$ cat src/rtl/vga_pkg.sv
// Shared types and default 640x480 timing for the VGA raster engine.
package vga_pkg;

  typedef struct packed {
    logic [15:0] active;
    logic [15:0] fp;
    logic [15:0] sync;
    logic [15:0] bp;
  } vga_timing_t;

  typedef enum logic {
    ST_IDLE,
    ST_RUN
  } vga_state_e;

  // Raster flags that travel with each request through the fetch latency.
  typedef struct packed {
    logic de;
    logic hs;
    logic vs;
    logic fs;
    logic vb;
  } vga_stage_t;

  localparam vga_timing_t VGA_H_640X480 = '{active: 16'd640, fp: 16'd16, sync: 16'd96, bp: 16'd48};
  localparam vga_timing_t VGA_V_640X480 = '{active: 16'd480, fp: 16'd10, sync: 16'd2, bp: 16'd33};

  function automatic int vga_total(vga_timing_t t);
    return int'(t.active) + int'(t.fp) + int'(t.sync) + int'(t.bp);
  endfunction

endpackage

$ cat src/rtl/vga_delay_line.sv
// Fixed-depth shift register with synchronous reset to a chosen value.
module vga_delay_line #(
  parameter int               WIDTH   = 1,
  parameter int               DEPTH   = 1,
  parameter logic [WIDTH-1:0] RST_VAL = '0
) (
  input  logic             clk,
  input  logic             rst,
  input  logic [WIDTH-1:0] din_i,
  output logic [WIDTH-1:0] dout_o
);

  logic [WIDTH-1:0] pipe_q [DEPTH];
  logic [WIDTH-1:0] pipe_d [DEPTH];

  always_comb begin
    pipe_d[0] = din_i;
    for (int i = 1; i < DEPTH; i++) begin
      pipe_d[i] = pipe_q[i-1];
    end
  end

  always_ff @(posedge clk) begin
    if (rst) begin
      for (int i = 0; i < DEPTH; i++) begin
        pipe_q[i] <= RST_VAL;
      end
    end else begin
      for (int i = 0; i < DEPTH; i++) begin
        pipe_q[i] <= pipe_d[i];
      end
    end
  end

  assign dout_o = pipe_q[DEPTH-1];

endmodule

$ cat src/rtl/vga_timing_gen.sv
// Parametrised VGA raster engine: counters, look-ahead pixel fetch, and
// realignment of returned pixels with delayed sync/enable.
module vga_timing_gen
  import vga_pkg::*;
#(
  parameter int H_ACTIVE  = int'(VGA_H_640X480.active),
  parameter int H_FP      = int'(VGA_H_640X480.fp),
  parameter int H_SYNC    = int'(VGA_H_640X480.sync),
  parameter int H_BP      = int'(VGA_H_640X480.bp),
  parameter int V_ACTIVE  = int'(VGA_V_640X480.active),
  parameter int V_FP      = int'(VGA_V_640X480.fp),
  parameter int V_SYNC    = int'(VGA_V_640X480.sync),
  parameter int V_BP      = int'(VGA_V_640X480.bp),
  parameter int HS_POL    = 0,
  parameter int VS_POL    = 0,
  parameter int COLOR_W   = 4,
  parameter int FETCH_LAT = 2
) (
  input  logic                          clk,
  input  logic                          rst,
  input  logic                          en_i,
  output logic                          pix_req_o,
  output logic [$clog2(H_ACTIVE)-1:0]   pix_x_o,
  output logic [$clog2(V_ACTIVE)-1:0]   pix_y_o,
  input  logic [3*COLOR_W-1:0]          pix_data_i,
  input  logic                          pix_valid_i,
  input  logic                          underflow_clr_i,
  output logic                          hs_o,
  output logic                          vs_o,
  output logic                          de_o,
  output logic [COLOR_W-1:0]            r_o,
  output logic [COLOR_W-1:0]            g_o,
  output logic [COLOR_W-1:0]            b_o,
  output logic                          frame_start_o,
  output logic                          vblank_o,
  output logic                          underflow_o
);

  localparam vga_timing_t H_TIM = '{active: 16'(H_ACTIVE), fp: 16'(H_FP), sync: 16'(H_SYNC), bp: 16'(H_BP)};
  localparam vga_timing_t V_TIM = '{active: 16'(V_ACTIVE), fp: 16'(V_FP), sync: 16'(V_SYNC), bp: 16'(V_BP)};
  localparam int H_TOTAL = vga_total(H_TIM);
  localparam int V_TOTAL = vga_total(V_TIM);
  localparam int HW = $clog2(H_TOTAL);
  localparam int VW = $clog2(V_TOTAL);
  localparam int XW = $clog2(H_ACTIVE);
  localparam int YW = $clog2(V_ACTIVE);

  localparam logic [HW-1:0] H_LAST = HW'(H_TOTAL - 1);
  localparam logic [HW-1:0] H_ACT  = HW'(H_ACTIVE);
  localparam logic [HW-1:0] HS_BEG = HW'(H_ACTIVE + H_FP);
  localparam logic [HW-1:0] HS_END = HW'(H_ACTIVE + H_FP + H_SYNC);
  localparam logic [VW-1:0] V_LAST = VW'(V_TOTAL - 1);
  localparam logic [VW-1:0] V_ACT  = VW'(V_ACTIVE);
  localparam logic [VW-1:0] VS_BEG = VW'(V_ACTIVE + V_FP);
  localparam logic [VW-1:0] VS_END = VW'(V_ACTIVE + V_FP + V_SYNC);
  localparam logic HS_ACT = (HS_POL != 0);
  localparam logic VS_ACT = (VS_POL != 0);

  vga_state_e          state_q, state_d;
  logic [HW-1:0]       h_q, h_d;
  logic [VW-1:0]       v_q, v_d;
  vga_stage_t          s0_q, s0_d;
  logic [XW-1:0]       x_q, x_d;
  logic [YW-1:0]       y_q, y_d;
  vga_stage_t          dly;
  logic                hs_q, hs_d, vs_q, vs_d, de_q, de_d;
  logic                fs_q, fs_d, vb_q, vb_d, uf_q, uf_d;
  logic [3*COLOR_W-1:0] rgb_q, rgb_d;
  logic                run_d;

  // Stage 0: raster counters and the request bundle for the next position
  always_comb begin
    state_d = state_q;
    h_d     = h_q;
    v_d     = v_q;
    case (state_q)
      ST_IDLE: begin
        h_d = '0;
        v_d = '0;
        if (en_i) state_d = ST_RUN;
      end
      ST_RUN: begin
        if (h_q == H_LAST) begin
          h_d = '0;
          if (v_q == V_LAST) begin
            v_d = '0;
            if (!en_i) state_d = ST_IDLE;
          end else begin
            v_d = v_q + 1'b1;
          end
        end else begin
          h_d = h_q + 1'b1;
        end
      end
      default: state_d = ST_IDLE;
    endcase

    run_d   = (state_d == ST_RUN);
    s0_d    = '0;
    s0_d.de = run_d && (h_d < H_ACT) && (v_d < V_ACT);
    s0_d.hs = run_d && (h_d >= HS_BEG) && (h_d < HS_END);
    s0_d.vs = run_d && (v_d >= VS_BEG) && (v_d < VS_END);
    s0_d.fs = run_d && (h_d == '0) && (v_d == '0);
    s0_d.vb = run_d && (v_d >= V_ACT);
    x_d     = s0_d.de ? XW'(h_d) : '0;
    y_d     = s0_d.de ? YW'(v_d) : '0;
  end

  // Stage 1..FETCH_LAT: flags wait for the framebuffer read to return
  vga_delay_line #(
    .WIDTH  ($bits(vga_stage_t)),
    .DEPTH  (FETCH_LAT),
    .RST_VAL('0)
  ) u_dly (
    .clk   (clk),
    .rst   (rst),
    .din_i (s0_q),
    .dout_o(dly)
  );

  // Output stage: merge returned pixel with delayed flags
  always_comb begin
    hs_d  = dly.hs ? HS_ACT : ~HS_ACT;
    vs_d  = dly.vs ? VS_ACT : ~VS_ACT;
    de_d  = dly.de;
    fs_d  = dly.fs;
    vb_d  = dly.vb;
    rgb_d = (dly.de && pix_valid_i) ? pix_data_i : '0;
    uf_d  = uf_q;
    if (underflow_clr_i) uf_d = 1'b0;
    if (dly.de && !pix_valid_i) uf_d = 1'b1;
  end

  always_ff @(posedge clk) begin
    if (rst) begin
      state_q <= ST_IDLE;
      h_q     <= '0;
      v_q     <= '0;
      s0_q    <= '0;
      x_q     <= '0;
      y_q     <= '0;
      hs_q    <= ~HS_ACT;
      vs_q    <= ~VS_ACT;
      de_q    <= 1'b0;
      fs_q    <= 1'b0;
      vb_q    <= 1'b0;
      uf_q    <= 1'b0;
      rgb_q   <= '0;
    end else begin
      state_q <= state_d;
      h_q     <= h_d;
      v_q     <= v_d;
      s0_q    <= s0_d;
      x_q     <= x_d;
      y_q     <= y_d;
      hs_q    <= hs_d;
      vs_q    <= vs_d;
      de_q    <= de_d;
      fs_q    <= fs_d;
      vb_q    <= vb_d;
      uf_q    <= uf_d;
      rgb_q   <= rgb_d;
    end
  end

  assign pix_req_o     = s0_q.de;
  assign pix_x_o       = x_q;
  assign pix_y_o       = y_q;
  assign hs_o          = hs_q;
  assign vs_o          = vs_q;
  assign de_o          = de_q;
  assign frame_start_o = fs_q;
  assign vblank_o      = vb_q;
  assign underflow_o   = uf_q;
  assign r_o           = rgb_q[3*COLOR_W-1:2*COLOR_W];
  assign g_o           = rgb_q[2*COLOR_W-1:COLOR_W];
  assign b_o           = rgb_q[COLOR_W-1:0];

endmodule

$ cat config.mk
export PLATFORM = sky130hd
export DESIGN_NAME = vga_timing_gen
export DESIGN_NICKNAME = d
export VERILOG_FILES = /design/src/rtl/vga_pkg.sv /design/src/rtl/vga_delay_line.sv /design/src/rtl/vga_timing_gen.sv
export SDC_FILE = /design/constraint.sdc
export NUM_CORES = 1
export LEC_CHECK = 0
export CORE_MARGIN = 5
export CORE_UTILIZATION = 51
export CTS_CLUSTER_DIAMETER = 100
export CTS_CLUSTER_SIZE = 12
export DETAILED_ROUTE_END_ITERATION = 12
export PLACE_DENSITY = 0.89
export SLEW_MARGIN = 40
export SYNTH_ARGS = -nofsm -noshare
export SYNTH_HDL_FRONTEND = slang
export SYNTH_SLANG_ARGS = --single-unit
$ cat constraint.sdc
create_clock -name clk -period 3.2 [get_ports clk]
set_clock_uncertainty 0.2 [all_clocks]
set_input_delay 0.48 -clock clk [delete_from_list [all_inputs] [get_ports clk]]
set_output_delay 0.48 -clock clk [all_outputs]
set_load 0.05 [all_outputs]
==> impl_metrics.csv, run 1 <==
group,metric,value,unit
run_status,status,"finished clean",
worst_hold_path,hold_end,"hs_o",
global_route,grt_max_degree,29,
clocking,cts.clk_slew.worst_paths,80,ps
global_route,grt-ovfl-total,0,
synth,avgSynthCellArea,9.849,um^2
clocking,h-tree-depth,3,
route,final_antenna_net_count,0,
place,placement.io_buffers,54,
sta,setup_ws,227.0,ps
place,place_area,3501,um^2
place,hpwl,4930,um
synth,syn-instance-count,289,
final_layout,layout_commonest_cell,"dfxtp_1",
place,place_ws,268.4,ps
synth,syn_area,2846,um^2
floorplan,initial_core_util,52.01,%
power_and_ir_drop,power.leakage,1.384,nW
synth,ys_ff_latch,73,
final_layout,diodes,0,
route,wl,7072,um
final_layout,utilization,67.79,%
synth,yosysSeqAreaShare,51.34,%
clocking,cts_resized,0,
run,drv_cap,0,
setup_path,timing.critical_path.from,"h_q[0]",
final_layout,layout-drive-gt1-share,13.20,%
synth,synth_edf_count,0,
sta,setup_viol,0,
global_route,grt.total_usage,20.96,%
setup_path,cp_data_arrival_time,2990,ps
route,drt_first_pass_iters,4,
synth,synth-async-reset-ratio,0,%
clocking,clock_latency,330,ps
setup_path,cp_num_cells,8,
sta,period_minus_slack,2973,ps
global_route,grt_pass1_vias,2345,
synth,yosysUniqueCellTypes,51,
sta,worst_slew_pin_slew,722.7,ps
route,viasPerCell,5.514,
setup_path,slowest_stage,"or4_4",
setup_path,cp_top_family,"simple AND/OR/NAND/NOR gates",
clocking,cts_tree,"built",
setup_path,timing.rr.start,"h_q[0]",
synth,synth_flop_cell,"dfxtp_1",
route,initialDrtViolationCount,147,
sta,fin_crit_sh,92.90,%
clocking,cts_hold_buf,0,
final_layout,areaGrowthSynthToFinish,30.33,%
final_layout,fillers,428,
sta,rsz0062_at_grt,"no",
power_and_ir_drop,total_power,1.775,mW
route,wl_per_cell,16.52,um
final_layout,design_area,3710,um^2
clocking,root_buffer,"clkbuf_8",
clocking,cts.path.max_buffers,2,
floorplan,core_area,5473,um^2
floorplan,die_h,84.71,um
route,drcViolationCount,0,
setup_path,critPathMaxFanout,14,
setup_path,crit_path_start_kind,"register",
final_layout,final_cell_mix,"dfxtp_1 (73), clkdlybuf4s50_1 (54), nor2_1 (25)",
power_and_ir_drop,power_density,478.4,nW/um^2
setup_path,max_stage_delay,640,ps
setup_path,critPathBufInv,1,
sta,relSlewSlack,51.72,%
worst_hold_path,hp-start,"u_dly.pipe_q[0][8]",
worst_hold_path,min_delay_path_depth,1,
sta,slew_violations,0,
power_and_ir_drop,vdd.ir_drop.worst,0.0003192,V
floorplan,pin_count,55,
worst_hold_path,min_path_type,"reg2reg",
clocking,post_cts_buffers,0,
global_route,grt_pass1_wl,12030,um
place,gp_congestion,0.9814,
sta,hold_violations,0,
setup_path,r2r_end,"pix_x_o[3]",
global_route,antenna_found_initial,0,
floorplan,die-area,7176,um^2
sta,max_freq,336.4,MHz
setup_path,path_cells,"ha_1, nand4_2, or4_4, nor3_1, o21ai_1, nor3b_4, buf_4, nor4_1",
route,vias,2360,
setup_path,r2r_setup_slack,230,ps
synth,synth_fp_nets,309,
clocking,cts.sinks,73,
synth,ys_warn_count,0,
setup_path,worstSetupPathType,"reg2reg",
floorplan,row_count,27,
final_layout,fin_nets,372,
sta,finalSetupTns,0,ps
floorplan,die_w,84.71,um
clocking,numCtsBuffers,9,
setup_path,worstPathRequired,3220,ps
setup_path,worstSetupEndpointType,"register",
setup_path,r2r_cells,8,
[metal layers]
metal | wire length (um) | track usage [%]
met5 | 0 | 0
met4 | 112 | 6.763
met3 | 432 | 6.084
met2 | 3490 | 35.37
met1 | 3038 | 25.67
[area by class of cell]
type | instances | area, um^2 | area share [%]
Timing Repair Buffer | 67 | 638.1 | 17.20
Inverter | 5 | 18.77 | 0.5059
Tap cell | 72 | 90.09 | 2.428
Multi-Input combinational cell | 196 | 1292 | 34.84
Clock inverter | 5 | 81.33 | 2.192
Clock buffer | 10 | 127.6 | 3.440
Sequential cell | 73 | 1461 | 39.39
[flip-flops by register name (all words and copies together) (netlist names), 4 cells and up]
| signal | flops |
|---|---|
| h_q | 10 |
| pix_x_o | 10 |
| pix_y_o | 9 |
| rgb_q | 12 |
| s0_q | 4 |
| u_dly.pipe_q | 10 |
| v_q | 10 |
[power by group]
group / total (mW) / internal [mW] / switching [mW] / leakage, nW
registers: 0.923 / 0.916 / 0.00718 / 0.590
logic: 0.0871 / 0.0390 / 0.0482 / 0.692
clock network: 0.764 / 0.435 / 0.329 / 0.102
total: 1.77 / 1.39 / 0.385 / 1.38
[cells by family (layout without fill, tap and decap cells)]
family,count (synthesis),in the layout,share of synthesized area (%)
compound gates,30,30,7.604
xor+xnor,14,14,4.572
fa+ha+maj,3,3,1.319
buf+inv,20,87,3.253
flops,73,73,51.34
simple gates,149,149,31.91
[worst max-delay path by stage]
stage | to | slack (ps)
after global placement | pix_y_o[8] | 340
after CTS | pix_y_o[7] | 250
after global routing | pix_y_o[8] | 9
after floorplan | pix_x_o[5] | 520
after detailed placement | pix_y_o[7] | 270
final | pix_x_o[3] | 230
[per-stage QoR]
stage               cells  hold slack, ps
floorplan             289           155.9
global placement      413           163.8
detailed placement    413           165.0
CTS                   428           183.0
global route          428           189.0
finish                428           180.3
[cells in the mapped netlist (4+ instances only)]
cell / count / area, um^2
and3_1: 15 / 93.84
nor2_1: 25 / 93.84
nand2b_1: 4 / 25.02
dfxtp_1: 73 / 1461
clkbuf_1: 11 / 41.29
nor2b_1: 15 / 93.84
and4_1: 4 / 35.03
o21ai_0: 7 / 35.03
inv_1: 5 / 18.77
nor3_2: 9 / 90.09
nand3_1: 8 / 40.04
nand2_1: 19 / 71.32
nor4_1: 13 / 81.33
xnor2_1: 8 / 70.07
xor2_1: 5 / 43.79
nand4_1: 7 / 43.79
nor3_1: 12 / 60.06
a21oi_1: 4 / 20.02
Note: power is estimated with default switching activity, not from simulation.
==> run 2, diff against run 1 <==
--- a/config.mk
+++ b/config.mk
@@ -5,6 +5,7 @@
 export SDC_FILE = /design/constraint.sdc
 export NUM_CORES = 1
 export LEC_CHECK = 0
+export CAP_MARGIN = 20
 export CORE_MARGIN = 5
 export CORE_UTILIZATION = 51
 export CTS_CLUSTER_DIAMETER = 100
==> results of run 2 <==
Final layout, timing and power as in run 1 (identical DEF).
